**src/rtl/pe_cmd_master_pkg.sv**
```systemverilog
// pe_cmd_pkg: PE register map, trigger value and FSM encoding shared by pe_cmd_master.
// PE_CMD_MASTER_READ_EN adds the read-channel states to the encoding.
package pe_cmd_pkg;

   localparam logic [2:0]  PE_REG_ADDR = 3'd0;
   localparam logic [2:0]  PE_REG_D0   = 3'd1;
   localparam logic [2:0]  PE_REG_D1   = 3'd2;
   localparam logic [2:0]  PE_REG_D2   = 3'd3;
   localparam logic [2:0]  PE_REG_D3   = 3'd4;
   localparam logic [2:0]  PE_REG_TRIG = 3'd5;
   localparam logic [31:0] PE_TRIG_VAL = 32'h1;

   typedef enum logic [2:0] {
      S_IDLE,
      S_WR_ASSERT,
      S_WR_GAP
`ifdef PE_CMD_MASTER_READ_EN
      ,
      S_RD_ASSERT,
      S_RD_WAIT,
      S_RD_DONE
`endif
   } state_e;

endpackage

```
**src/rtl/pe_cmd_master_if.sv**
```systemverilog
// pe_cmd_master_if: host command/read handshakes and PE bus strobes around pe_cmd_master.
// master is the initiator's view; slave is the host plus PE_wrapper side.
interface pe_cmd_master_if #(
   parameter int DataWidth = 32,
   parameter int AddrWidth = 5
);

   logic                   iCmdValid;
   logic                   oCmdReady;
   logic [AddrWidth-1:0]   iCmdAddr;
   logic [4*DataWidth-1:0] iCmdData;
   logic                   iRdValid;
   logic                   oRdReady;
   logic [3:0]             iRdAddr;
   logic                   oRdValid;
   logic [DataWidth-1:0]   oRdData;
   logic                   oBusy;
   logic                   oChipSelect_n;
   logic                   oWrite_n;
   logic                   oRead_n;
   logic [31:0]            oAddress;
   logic [DataWidth-1:0]   oData;
   logic [DataWidth-1:0]   iBusData;

   modport master (
      input  iCmdValid, iCmdAddr, iCmdData, iRdValid, iRdAddr, iBusData,
      output oCmdReady, oRdReady, oRdValid, oRdData, oBusy,
             oChipSelect_n, oWrite_n, oRead_n, oAddress, oData
   );

   modport slave (
      output iCmdValid, iCmdAddr, iCmdData, iRdValid, iRdAddr, iBusData,
      input  oCmdReady, oRdReady, oRdValid, oRdData, oBusy,
             oChipSelect_n, oWrite_n, oRead_n, oAddress, oData
   );

endinterface

```
**src/rtl/pe_cmd_master.sv**
```systemverilog
// pe_cmd_master: turns one instruction command into the six-register PE write sequence.
// Define PE_CMD_MASTER_READ_EN to compile in the single-register read channel.
module pe_cmd_master
   import pe_cmd_pkg::*;
#(
   parameter int DataWidth = 32,
   parameter int AddrWidth = 5
) (
   input logic             iClk,
   input logic             iReset_n,
   pe_cmd_master_if.master bus
);

   state_e                 state_q, state_d;
   logic [2:0]             idx_q, idx_d;
   logic [AddrWidth-1:0]   cmd_addr_q, cmd_addr_d;
   logic [4*DataWidth-1:0] cmd_data_q, cmd_data_d;
   logic                   rdy_q;
   logic                   cs_n_q, cs_n_d;
   logic                   wr_n_q, wr_n_d;
   logic [31:0]            addr_q, addr_d;
   logic [DataWidth-1:0]   data_q, data_d, word_d;
   logic                   cmd_hs;

`ifdef PE_CMD_MASTER_READ_EN
   logic                   rd_hs;
   logic                   rd_n_q, rd_n_d;
   logic                   rd_valid_q;
   logic [3:0]             rd_addr_q, rd_addr_d;
   logic [DataWidth-1:0]   rd_data_q;

   // A simultaneous write command wins, so the read is only taken when no command is offered.
   assign rd_hs = bus.iRdValid & rdy_q & ~bus.iCmdValid;
`else
   logic unused_rd;

   assign unused_rd = ^{bus.iRdValid, bus.iRdAddr, bus.iBusData};
`endif

   assign cmd_hs = bus.iCmdValid & rdy_q;

   always_ff @(posedge iClk or negedge iReset_n)
      if (!iReset_n) begin
         state_q    <= S_IDLE;
         idx_q      <= '0;
         cmd_addr_q <= '0;
         cmd_data_q <= '0;
         rdy_q      <= 1'b0;
         cs_n_q     <= 1'b1;
         wr_n_q     <= 1'b1;
         addr_q     <= '0;
         data_q     <= '0;
`ifdef PE_CMD_MASTER_READ_EN
         rd_n_q     <= 1'b1;
         rd_valid_q <= 1'b0;
         rd_addr_q  <= '0;
         rd_data_q  <= '0;
`endif
      end else begin
         state_q    <= state_d;
         idx_q      <= idx_d;
         cmd_addr_q <= cmd_addr_d;
         cmd_data_q <= cmd_data_d;
         rdy_q      <= state_d == S_IDLE;
         cs_n_q     <= cs_n_d;
         wr_n_q     <= wr_n_d;
         addr_q     <= addr_d;
         data_q     <= data_d;
`ifdef PE_CMD_MASTER_READ_EN
         rd_n_q     <= rd_n_d;
         rd_valid_q <= state_d == S_RD_DONE;
         rd_addr_q  <= rd_addr_d;
         rd_data_q  <= state_q == S_RD_WAIT ? bus.iBusData : rd_data_q;
`endif
      end

   always_comb begin
      state_d    = state_q;
      idx_d      = idx_q;
      cmd_addr_d = cmd_addr_q;
      cmd_data_d = cmd_data_q;
`ifdef PE_CMD_MASTER_READ_EN
      rd_addr_d  = rd_addr_q;
`endif
      case (state_q)
         S_IDLE: begin
            if (cmd_hs) begin
               cmd_addr_d = bus.iCmdAddr;
               cmd_data_d = bus.iCmdData;
               idx_d      = PE_REG_ADDR;
               state_d    = S_WR_ASSERT;
            end
`ifdef PE_CMD_MASTER_READ_EN
            else if (rd_hs) begin
               rd_addr_d = bus.iRdAddr;
               state_d   = S_RD_ASSERT;
            end
`endif
         end
         S_WR_ASSERT: state_d = S_WR_GAP;
         S_WR_GAP: begin
            state_d = idx_q == PE_REG_TRIG ? S_IDLE : S_WR_ASSERT;
            idx_d   = idx_q == PE_REG_TRIG ? idx_q : idx_q + 3'd1;
         end
`ifdef PE_CMD_MASTER_READ_EN
         S_RD_ASSERT: state_d = S_RD_WAIT;
         S_RD_WAIT:   state_d = S_RD_DONE;
         S_RD_DONE:   state_d = S_IDLE;
`endif
         default:     state_d = S_IDLE;
      endcase
   end

   // Outputs are computed from the next state so every strobe leaves a flop.
   always_comb begin
      word_d = idx_d == PE_REG_ADDR ? DataWidth'(cmd_addr_d) :
               idx_d == PE_REG_D0   ? cmd_data_d[4*DataWidth-1 -: DataWidth] :
               idx_d == PE_REG_D1   ? cmd_data_d[3*DataWidth-1 -: DataWidth] :
               idx_d == PE_REG_D2   ? cmd_data_d[2*DataWidth-1 -: DataWidth] :
               idx_d == PE_REG_D3   ? cmd_data_d[DataWidth-1 -: DataWidth] :
                                      DataWidth'(PE_TRIG_VAL);
      wr_n_d = state_d != S_WR_ASSERT;
      data_d = wr_n_d ? data_q : word_d;
`ifdef PE_CMD_MASTER_READ_EN
      rd_n_d = state_d != S_RD_ASSERT;
      cs_n_d = wr_n_d & rd_n_d;
      addr_d = !wr_n_d ? 32'(idx_d) : !rd_n_d ? 32'(rd_addr_d) : addr_q;
`else
      cs_n_d = wr_n_d;
      addr_d = !wr_n_d ? 32'(idx_d) : addr_q;
`endif
   end

   assign bus.oCmdReady     = rdy_q;
   assign bus.oBusy         = state_q != S_IDLE;
   assign bus.oChipSelect_n = cs_n_q;
   assign bus.oWrite_n      = wr_n_q;
   assign bus.oAddress      = addr_q;
   assign bus.oData         = data_q;

`ifdef PE_CMD_MASTER_READ_EN
   assign bus.oRdReady      = rdy_q & ~bus.iCmdValid;
   assign bus.oRdValid      = rd_valid_q;
   assign bus.oRdData       = rd_data_q;
   assign bus.oRead_n       = rd_n_q;
`else
   assign bus.oRdReady      = 1'b0;
   assign bus.oRdValid      = 1'b0;
   assign bus.oRdData       = '0;
   assign bus.oRead_n       = 1'b1;
`endif

endmodule

```
**src/flat_wrapper.sv**
```systemverilog
// flat-port wrapper written by rule: the top's interface ports become plain ports
module pe_cmd_master_flat import pe_cmd_pkg::*;
#(
   parameter int DataWidth = 32,
   parameter int AddrWidth = 5
)
  (iClk, iReset_n, bus_iCmdValid, bus_iCmdAddr, bus_iCmdData, bus_iRdValid, bus_iRdAddr, bus_iBusData, bus_oCmdReady, bus_oRdReady, bus_oRdValid, bus_oRdData, bus_oBusy, bus_oChipSelect_n, bus_oWrite_n, bus_oRead_n, bus_oAddress, bus_oData);
  pe_cmd_master_if #(.DataWidth(DataWidth), .AddrWidth(AddrWidth)) bus_i ();
  input logic iClk;
  input logic iReset_n;
  input wire logic [$bits(bus_i.iCmdValid)-1:0] bus_iCmdValid;
  input wire logic [$bits(bus_i.iCmdAddr)-1:0] bus_iCmdAddr;
  input wire logic [$bits(bus_i.iCmdData)-1:0] bus_iCmdData;
  input wire logic [$bits(bus_i.iRdValid)-1:0] bus_iRdValid;
  input wire logic [$bits(bus_i.iRdAddr)-1:0] bus_iRdAddr;
  input wire logic [$bits(bus_i.iBusData)-1:0] bus_iBusData;
  output wire logic [$bits(bus_i.oCmdReady)-1:0] bus_oCmdReady;
  output wire logic [$bits(bus_i.oRdReady)-1:0] bus_oRdReady;
  output wire logic [$bits(bus_i.oRdValid)-1:0] bus_oRdValid;
  output wire logic [$bits(bus_i.oRdData)-1:0] bus_oRdData;
  output wire logic [$bits(bus_i.oBusy)-1:0] bus_oBusy;
  output wire logic [$bits(bus_i.oChipSelect_n)-1:0] bus_oChipSelect_n;
  output wire logic [$bits(bus_i.oWrite_n)-1:0] bus_oWrite_n;
  output wire logic [$bits(bus_i.oRead_n)-1:0] bus_oRead_n;
  output wire logic [$bits(bus_i.oAddress)-1:0] bus_oAddress;
  output wire logic [$bits(bus_i.oData)-1:0] bus_oData;
  assign bus_i.iCmdValid = bus_iCmdValid;
  assign bus_i.iCmdAddr = bus_iCmdAddr;
  assign bus_i.iCmdData = bus_iCmdData;
  assign bus_i.iRdValid = bus_iRdValid;
  assign bus_i.iRdAddr = bus_iRdAddr;
  assign bus_i.iBusData = bus_iBusData;
  assign bus_oCmdReady = bus_i.oCmdReady;
  assign bus_oRdReady = bus_i.oRdReady;
  assign bus_oRdValid = bus_i.oRdValid;
  assign bus_oRdData = bus_i.oRdData;
  assign bus_oBusy = bus_i.oBusy;
  assign bus_oChipSelect_n = bus_i.oChipSelect_n;
  assign bus_oWrite_n = bus_i.oWrite_n;
  assign bus_oRead_n = bus_i.oRead_n;
  assign bus_oAddress = bus_i.oAddress;
  assign bus_oData = bus_i.oData;
  pe_cmd_master #(.DataWidth(DataWidth), .AddrWidth(AddrWidth)) u_core (.iClk(iClk), .iReset_n(iReset_n), .bus(bus_i));
endmodule
```
**config.mk**
```make
export PLATFORM = sky130hd
export DESIGN_NAME = pe_cmd_master_flat
export DESIGN_NICKNAME = d
export VERILOG_FILES = /design/src/rtl/pe_cmd_master_pkg.sv /design/src/rtl/pe_cmd_master_if.sv /design/src/rtl/pe_cmd_master.sv /design/src/flat_wrapper.sv
export SDC_FILE = /design/constraint.sdc
export NUM_CORES = 1
export LEC_CHECK = 0
export ABC_AREA = 0
export CAP_MARGIN = 20
export CORE_MARGIN = 8
export CORE_UTILIZATION = 45
export DETAILED_ROUTE_END_ITERATION = 10
export PLACE_DENSITY = 0.79
export SKIP_CTS_REPAIR_TIMING = 1
export SYNTH_ARGS = -nofsm -noshare
export SYNTH_HDL_FRONTEND = slang
export SYNTH_SLANG_ARGS = --single-unit
```
**constraint.sdc**
```tcl
create_clock -name iClk -period 2.9 [get_ports iClk]
set_clock_uncertainty 0.2 [all_clocks]
set_input_delay 0.58 -clock iClk [delete_from_list [all_inputs] [get_ports iClk]]
set_output_delay 0.58 -clock iClk [all_outputs]
set_load 0.03 [all_outputs]
```
-- After elaboration in Yosys (flattened, before gate mapping)
Cells that the tools add are included.
- magnitude comparators: 0
- add/sub/neg operators: 1
- shift-type cells: 0
- bitwise operators: 1
- reductions and logical operators: 4
- multiplexer cells: 15
- divide/modulo/power cells: 0
- equal/unequal tests: 8
- multiply operators: 0
- operators with widths (kind ; number):
    two-way mux 128 bit ; 2
    two-way mux 32 bit ; 5
    two-way mux 5 bit ; 2
    == test 3 x 2 -> 1 bit (second input constant) ; 3
    logical NOT 3 bit ; 3
    two-way mux 3 bit ; 3
    one-hot mux 3 bit (3 select lines) ; 1
    == test 3 x 1 -> 1 bit (second input constant) ; 2
    == test 3 bit (second input constant) ; 2
    one-hot mux 3 bit (2 select lines) ; 1
    adder 3 x 1 -> 3 bit (second input constant) ; 1
    != test 3 x 1 -> 1 bit (second input constant) ; 1
    nonzero test 3 bit ; 1
    bitwise AND 1 bit ; 1
    two-way mux 1 bit ; 1
- ROM bits: 0
- bits in latches: 0
- bits in writable memories: 0
- logic and storage cells: 37
- memories kept: 0
- output and inout bits: 103
- bits in registers: 176

-- Depth between registers and ports, before layout
Gate-level depths: netlist of the first run.
- word-level depth: 9
- mapped depth: 11
- depth with buffers taken out: 9

-- Worst setup path before layout of the first run
Ideal clock, no wire load.
- kind: reg2reg
- start: register u_core.idx_q[0]
- end: register u_core.data_q[2] (netlist: u_core.bus.oData[2])
- period minus slack after synthesis: 2424 ps
- slack: 476 ps
- path buffers: 0
- arrival: 2100 ps
- stages on the path, launching flop included: 9
- required time: 2577 ps
- cells stage by stage: dfrtp_1 ha_1 and4_1 a31o_4 nor2_8 inv_2 or4_4 o22a_1 a21boi_1
- word-level cells in the longest chain between the ends: 9
- elaborated cells on any way between the ends: 18
- RTL lines (what ; line ; source):
    start, declared ; pe_cmd_master.sv:15 ; logic [2:0] idx_q, idx_d;
    start signal, assigned ; pe_cmd_master.sv:61 ; idx_q <= idx_d;
    adder 3 x 1 -> 3 bit or == test 3 bit (tied branches) ; pe_cmd_master.sv:103 ; idx_d = idx_q == PE_REG_TRIG ? idx_q : idx_q + 3'd1;
    two-way mux 3 bit * ; pe_cmd_master.sv:103 ;
    one-hot mux 3 bit (2 select lines) * ; pe_cmd_master.sv:85 ; case (state_q)
    via u_core.idx_d[1] ; pe_cmd_master.sv:15 ;
    == test 3 bit ; pe_cmd_master.sv:120 ; idx_d == PE_REG_D3 ? cmd_data_d[DataWidth-1 -: DataWidth] :
    two-way mux 32 bit ; pe_cmd_master.sv:120 ;
    two-way mux 32 bit ; pe_cmd_master.sv:119 ; idx_d == PE_REG_D2 ? cmd_data_d[2*DataWidth-1 -: DataWidth] :
    two-way mux 32 bit ; pe_cmd_master.sv:118 ; idx_d == PE_REG_D1 ? cmd_data_d[3*DataWidth-1 -: DataWidth] :
    two-way mux 32 bit ; pe_cmd_master.sv:117 ; idx_d == PE_REG_D0 ? cmd_data_d[4*DataWidth-1 -: DataWidth] :
    two-way mux 32 bit * ; pe_cmd_master.sv:116 ; word_d = idx_d == PE_REG_ADDR ? DataWidth'(cmd_addr_d) :
    end signal, assigned ; pe_cmd_master.sv:68 ; data_q <= data_d;
    end, declared ; pe_cmd_master.sv:22 ; logic [DataWidth-1:0] data_q, data_d, word_d;
Mark *: on every way through the listed nets, which the timed path passes. The rest lies on a longest branch.
A chain may end at the register's enable or synchronous reset.

-- Worst setup path after layout of the first run
- start: register u_core.state_q[1]
- end: output bus_oBusy
- word-level cells in the longest chain between the ends: 1
- RTL lines (what ; line ; source):
    start, declared ; pe_cmd_master.sv:14 ; state_e state_q, state_d;
    start signal, assigned ; pe_cmd_master.sv:60 ; state_q <= state_d;
    nonzero test 3 bit ; pe_cmd_master.sv:135 ; assign bus.oBusy = state_q != S_IDLE;
    end, declared ; flat_wrapper.sv:21 ; output wire logic [$bits(bus_i.oBusy)-1:0] bus_oBusy;
Every way passes these cells.

==> results by group, run 1 <==
Run status
  • Status: completed

Timing
  • RSZ-0062 raised after global routing: false
  • Final Slew Violations: 0
  • Peak Freq: 0.359 GHz
  • Slew @ Worst Pin: 0.615 ns
  • Setup TNS: 0 ns
  • Final Hold Vio Count: 0
  • Relative slew slack: 59.0%
  • Crit share post-route: 96.1%
  • Min Hold Slack: 0.280 ns
  • Fin crit period: 2.79 ns
  • Final Setup Violations: 0

Yosys
  • Synthesized cell area: 0.00841 mm²
  • Post-Synth XOR/XNOR Area: 0%
  • Largest cells by area after synthesis: dfrtp_1 52%, mux2_2 9.4%, mux2_1 8.3%
  • Largest family of logic cells by synthesized area: multiplexers
  • Yosys warns: 0
  • Post-synthesis compound-gate area fraction: 12.9%
  • Area share of the largest cell type after synthesis: 52.1%
  • FF+latch count, synth: 176
  • Ys flop type: dfrtp_1
  • Adder-cell share of the synthesized area: 0.297%
  • Post-synthesis mux area share: 18.6%
  • Cells after Synth: 693
  • Count leader, synth: dfrtp_1
  • EDFF count, synth: 0
  • Ys async rst share: 100%
  • Syn_area_per_cell: 12.1 µm²
  • Synth top cells by count: 175 x dfrtp_1, 73 x buf_4, 70 x mux2_2, 62 x mux2_1, 43 x o21ai_0
  • Netlist cell types: 52
  • Area leader, netlist: dfrtp_1
  • Simple-Gate Fraction of Synth Area: 6.56%
  • Seq/Total Area, Yosys: 52.4%

CTS
  • H-tree depth: 4
  • Clk_lat worst skew: 0.42 ns
  • Clock Root Buffer: clkbuf_16
  • Clock Sink Count: 176
  • TritonCTS clock tree: yes
  • Clk buf depth: 2
  • TritonCTS buffer count: 17
  • CTS clk-pin slew, worst paths: 0.06 ns

Min path
  • Worst hold path depth: 1
  • Endpoint, Worst Hold: u_core.cmd_data_q[8]$_DFF_PN0_
  • Hold wc startpoint: u_core.cmd_data_q[8]$_DFF_PN0_
  • Hold/Removal Path Class: reg -> reg

Routing
  • Detailed Routing Iterations Pass 1: 5
  • DRT Wirelength: 21.5 mm
  • Post-route DRC: 0
  • Vias per cell: 5.25
  • Avg WL per Cell: 19.1 µm
  • DRT iter0 DRCs: 211
  • Via Count: 5922
  • ANT nets after route: 0

Critical path
  • Required @ worst endpoint: 2.12 ns
  • Flop-to-flop setup slack: 0.26 ns
  • CP Cell Sequence: or3_1, clkdlybuf4s50_1
  • Reg2Reg Depth: 9
  • Worst Setup SP: u_core.state_q[1]$_DFF_PN0_
  • Worst Path Max Fanout: 12
  • Slowest-stage cell, CP: clkdlybuf4s50_1
  • Startpoint types: flop
  • CP Class: reg -> out
  • Worst EP arrival: 2.01 ns
  • Terminus of the critical flop-to-flop path: u_core.bus.oData[26]$_DFFE_PN0N_
  • Worst path max stage delay: 0.61 ns
  • CP endpoint kind: output port
  • RR Startpoint: u_core.idx_q[0]$_DFF_PN0_

Power and ir drop
  • Comb pwr share: 30.7%
  • Switching pwr: 2.56 mW
  • Clock share of power: 28.4%
  • Leak pwr: 4.85 nW
  • Switching share of total power: 30.7%
  • Pwr Density: 749 mW/mm²
  • Sequential power share: 40.9%
  • Internal: 5.77 mW
  • Peak VDD IR: 0.440 mV

Cells and area
  • # diodes: 0
  • Fin nets: 1057
  • Area Growth Syn to Fin: 32.1%
  • Layout cells sized above 1: 18.4%

Global routing
  • First-pass GRT wire length: 35.1 mm
  • Vias in the first global route: 6424
  • Initial antenna violation count: 0
  • Grt total ovfl: 0
  • Tot GR Track Use: 18.8%
  • Largest net degree at the start of global routing: 64

Job
  • MaxCap Viol Count: 0

Floorplanning
  • # IOs: 276
  • CORE AREA: 0.0185 mm²
  • Cell row count: 50
  • Die outline height: 153 µm
  • Die span in x: 153 µm
  • Die area: 0.0233 mm²
  • Starting Density: 45.4%

Placed design
  • Port buffer count: 174
  • Dpl hpwl: 15.5 mm
  • Routability cong.: 0.774
-- power groups by stage --
stage / Combinational, mW / Sequential [mW] / Clock (mW)
6_report: 2.56 / 3.40 / 2.37
2_1_floorplan: 1.30 / 3.70 / 0
5_1_grt: 2.75 / 3.48 / 2.53
3_3_place_gp: 2.50 / 3.41 / 0
4_1_cts: 2.57 / 3.41 / 2.43
3_5_place_dp: 2.56 / 3.45 / 0
-- how the worst max path moves through the flow --
stage | end | slack (ns) | depth (start not counted)
3_5_place_dp | u_core.bus.oData[21]$_DFFE_PN0N_ | -0.04 | 9
2_1_floorplan | u_core.bus.oData[2]$_DFFE_PN0N_ | 0.48 | 8
6_report | bus_oBusy | 0.11 | 2
3_3_place_gp | u_core.bus.oData[25]$_DFFE_PN0N_ | -0.04 | 9
4_1_cts | bus_oBusy | 0.07 | 2
5_1_grt | bus_oBusy | 0.01 | 2
-- state kept, by name, indices dropped and copies added, names as in the netlist --
name	count
u_core.bus.oAddress	3
u_core.state_q	3
u_core.bus.oCmdReady	1
u_core.bus.oData	32
u_core.cmd_data_q	128
u_core.cmd_addr_q	5
u_core.idx_q	3
u_core.bus.oChipSelect_n	1
-- per-layer routing --
layer / vias to the layer above / wire length [µm] / track usage (%) / share of wire (%)
met4: 0 / 176 / 4.67 / 0.82
met2: 199 / 10700 / 30.6 / 50
li1: 2737 / - / - / -
met5: - / 0 / 0 / 0
met1: 2969 / 9450 / 24.1 / 44
met3: 17 / 1200 / 5.50 / 5.6
-- through the flow --
step / instances / instance area [µm²] / util [%] / setup slack [ns] / total power, mW
5_1_grt: 1129 / 11100 / 60.0 / 0.00954 / 8.76
3_5_place_dp: 1096 / 10500 / 56.6 / -0.0426 / 6.01
2_1_floorplan: 756 / 8650 / - / 0.476 / 5.01
3_3_place_gp: 1096 / 10500 / 56.6 / -0.0441 / 5.91
6_report: 1129 / 11100 / 60.0 / 0.113 / 8.33
4_1_cts: 1128 / 11100 / 59.9 / 0.0733 / 8.40
-- cell usage in the layout (no fill, tap or decap), drive strengths merged, types with 2 or more instances in the layout --
| cell | n |
|---|---|
| a211o | 31 |
| inv | 9 |
| nor3 | 6 |
| o31ai | 2 |
| a21boi | 4 |
| a32oi | 2 |
| nor2 | 12 |
| nor3b | 2 |
| clkbuf | 20 |
| o22a | 4 |
| nor2b | 26 |
| nand2 | 7 |
| bufinv | 3 |
| mux2i | 8 |
| clkdlybuf4s50 | 173 |
| conb | 65 |
| and3 | 26 |
| clkinv | 5 |
| buf | 48 |
| ha | 2 |
| mux2 | 132 |
| a21o | 2 |
| dfrtp | 175 |
| o21ai | 78 |
| a31o | 3 |
| a21oi | 3 |
| a31oi | 30 |
-- cell families (layout without fill, tap and decap cells) --
| group | after synthesis | count (layout) |
|---|---|---|
| flops | 176 | 176 |
| other cells | 2 | 65 |
| compound gates | 165 | 165 |
| buf+inv | 121 | 260 |
| mux | 140 | 140 |
| fa+ha+maj | 2 | 2 |
| simple gates | 87 | 87 |
-- critical path, delay by kind of cell (launching register included) --
family	cells	cell delay [ns]
AND/OR/NAND/NOR	1	0.43
buffers and inverters	1	0.61
flip-flops	1	0.55
-- layout make-up --
cell class | count | area [µm²]
clock buffers | 20 | 457
clock inverters | 12 | 156
fillers | 1492 | 7400
inverters | 6 | 22.5
multi-input cells | 459 | 3490
flip-flops and latches | 176 | 4410
well taps | 234 | 293
repair buffers | 222 | 2290
Note: power is estimated with default switching activity, not from simulation.
==> run 2: changes to the inputs <==
--- a/config.mk
+++ b/config.mk
@@ -9,6 +9,7 @@
 export CAP_MARGIN = 20
 export CORE_MARGIN = 8
 export CORE_UTILIZATION = 45
+export CTS_CLUSTER_DIAMETER = 80
 export DETAILED_ROUTE_END_ITERATION = 10
 export PLACE_DENSITY = 0.79
 export SKIP_CTS_REPAIR_TIMING = 1
==> results of run 2 <==
Same layout as run 1: the final DEF is identical, and so are final timing and power.
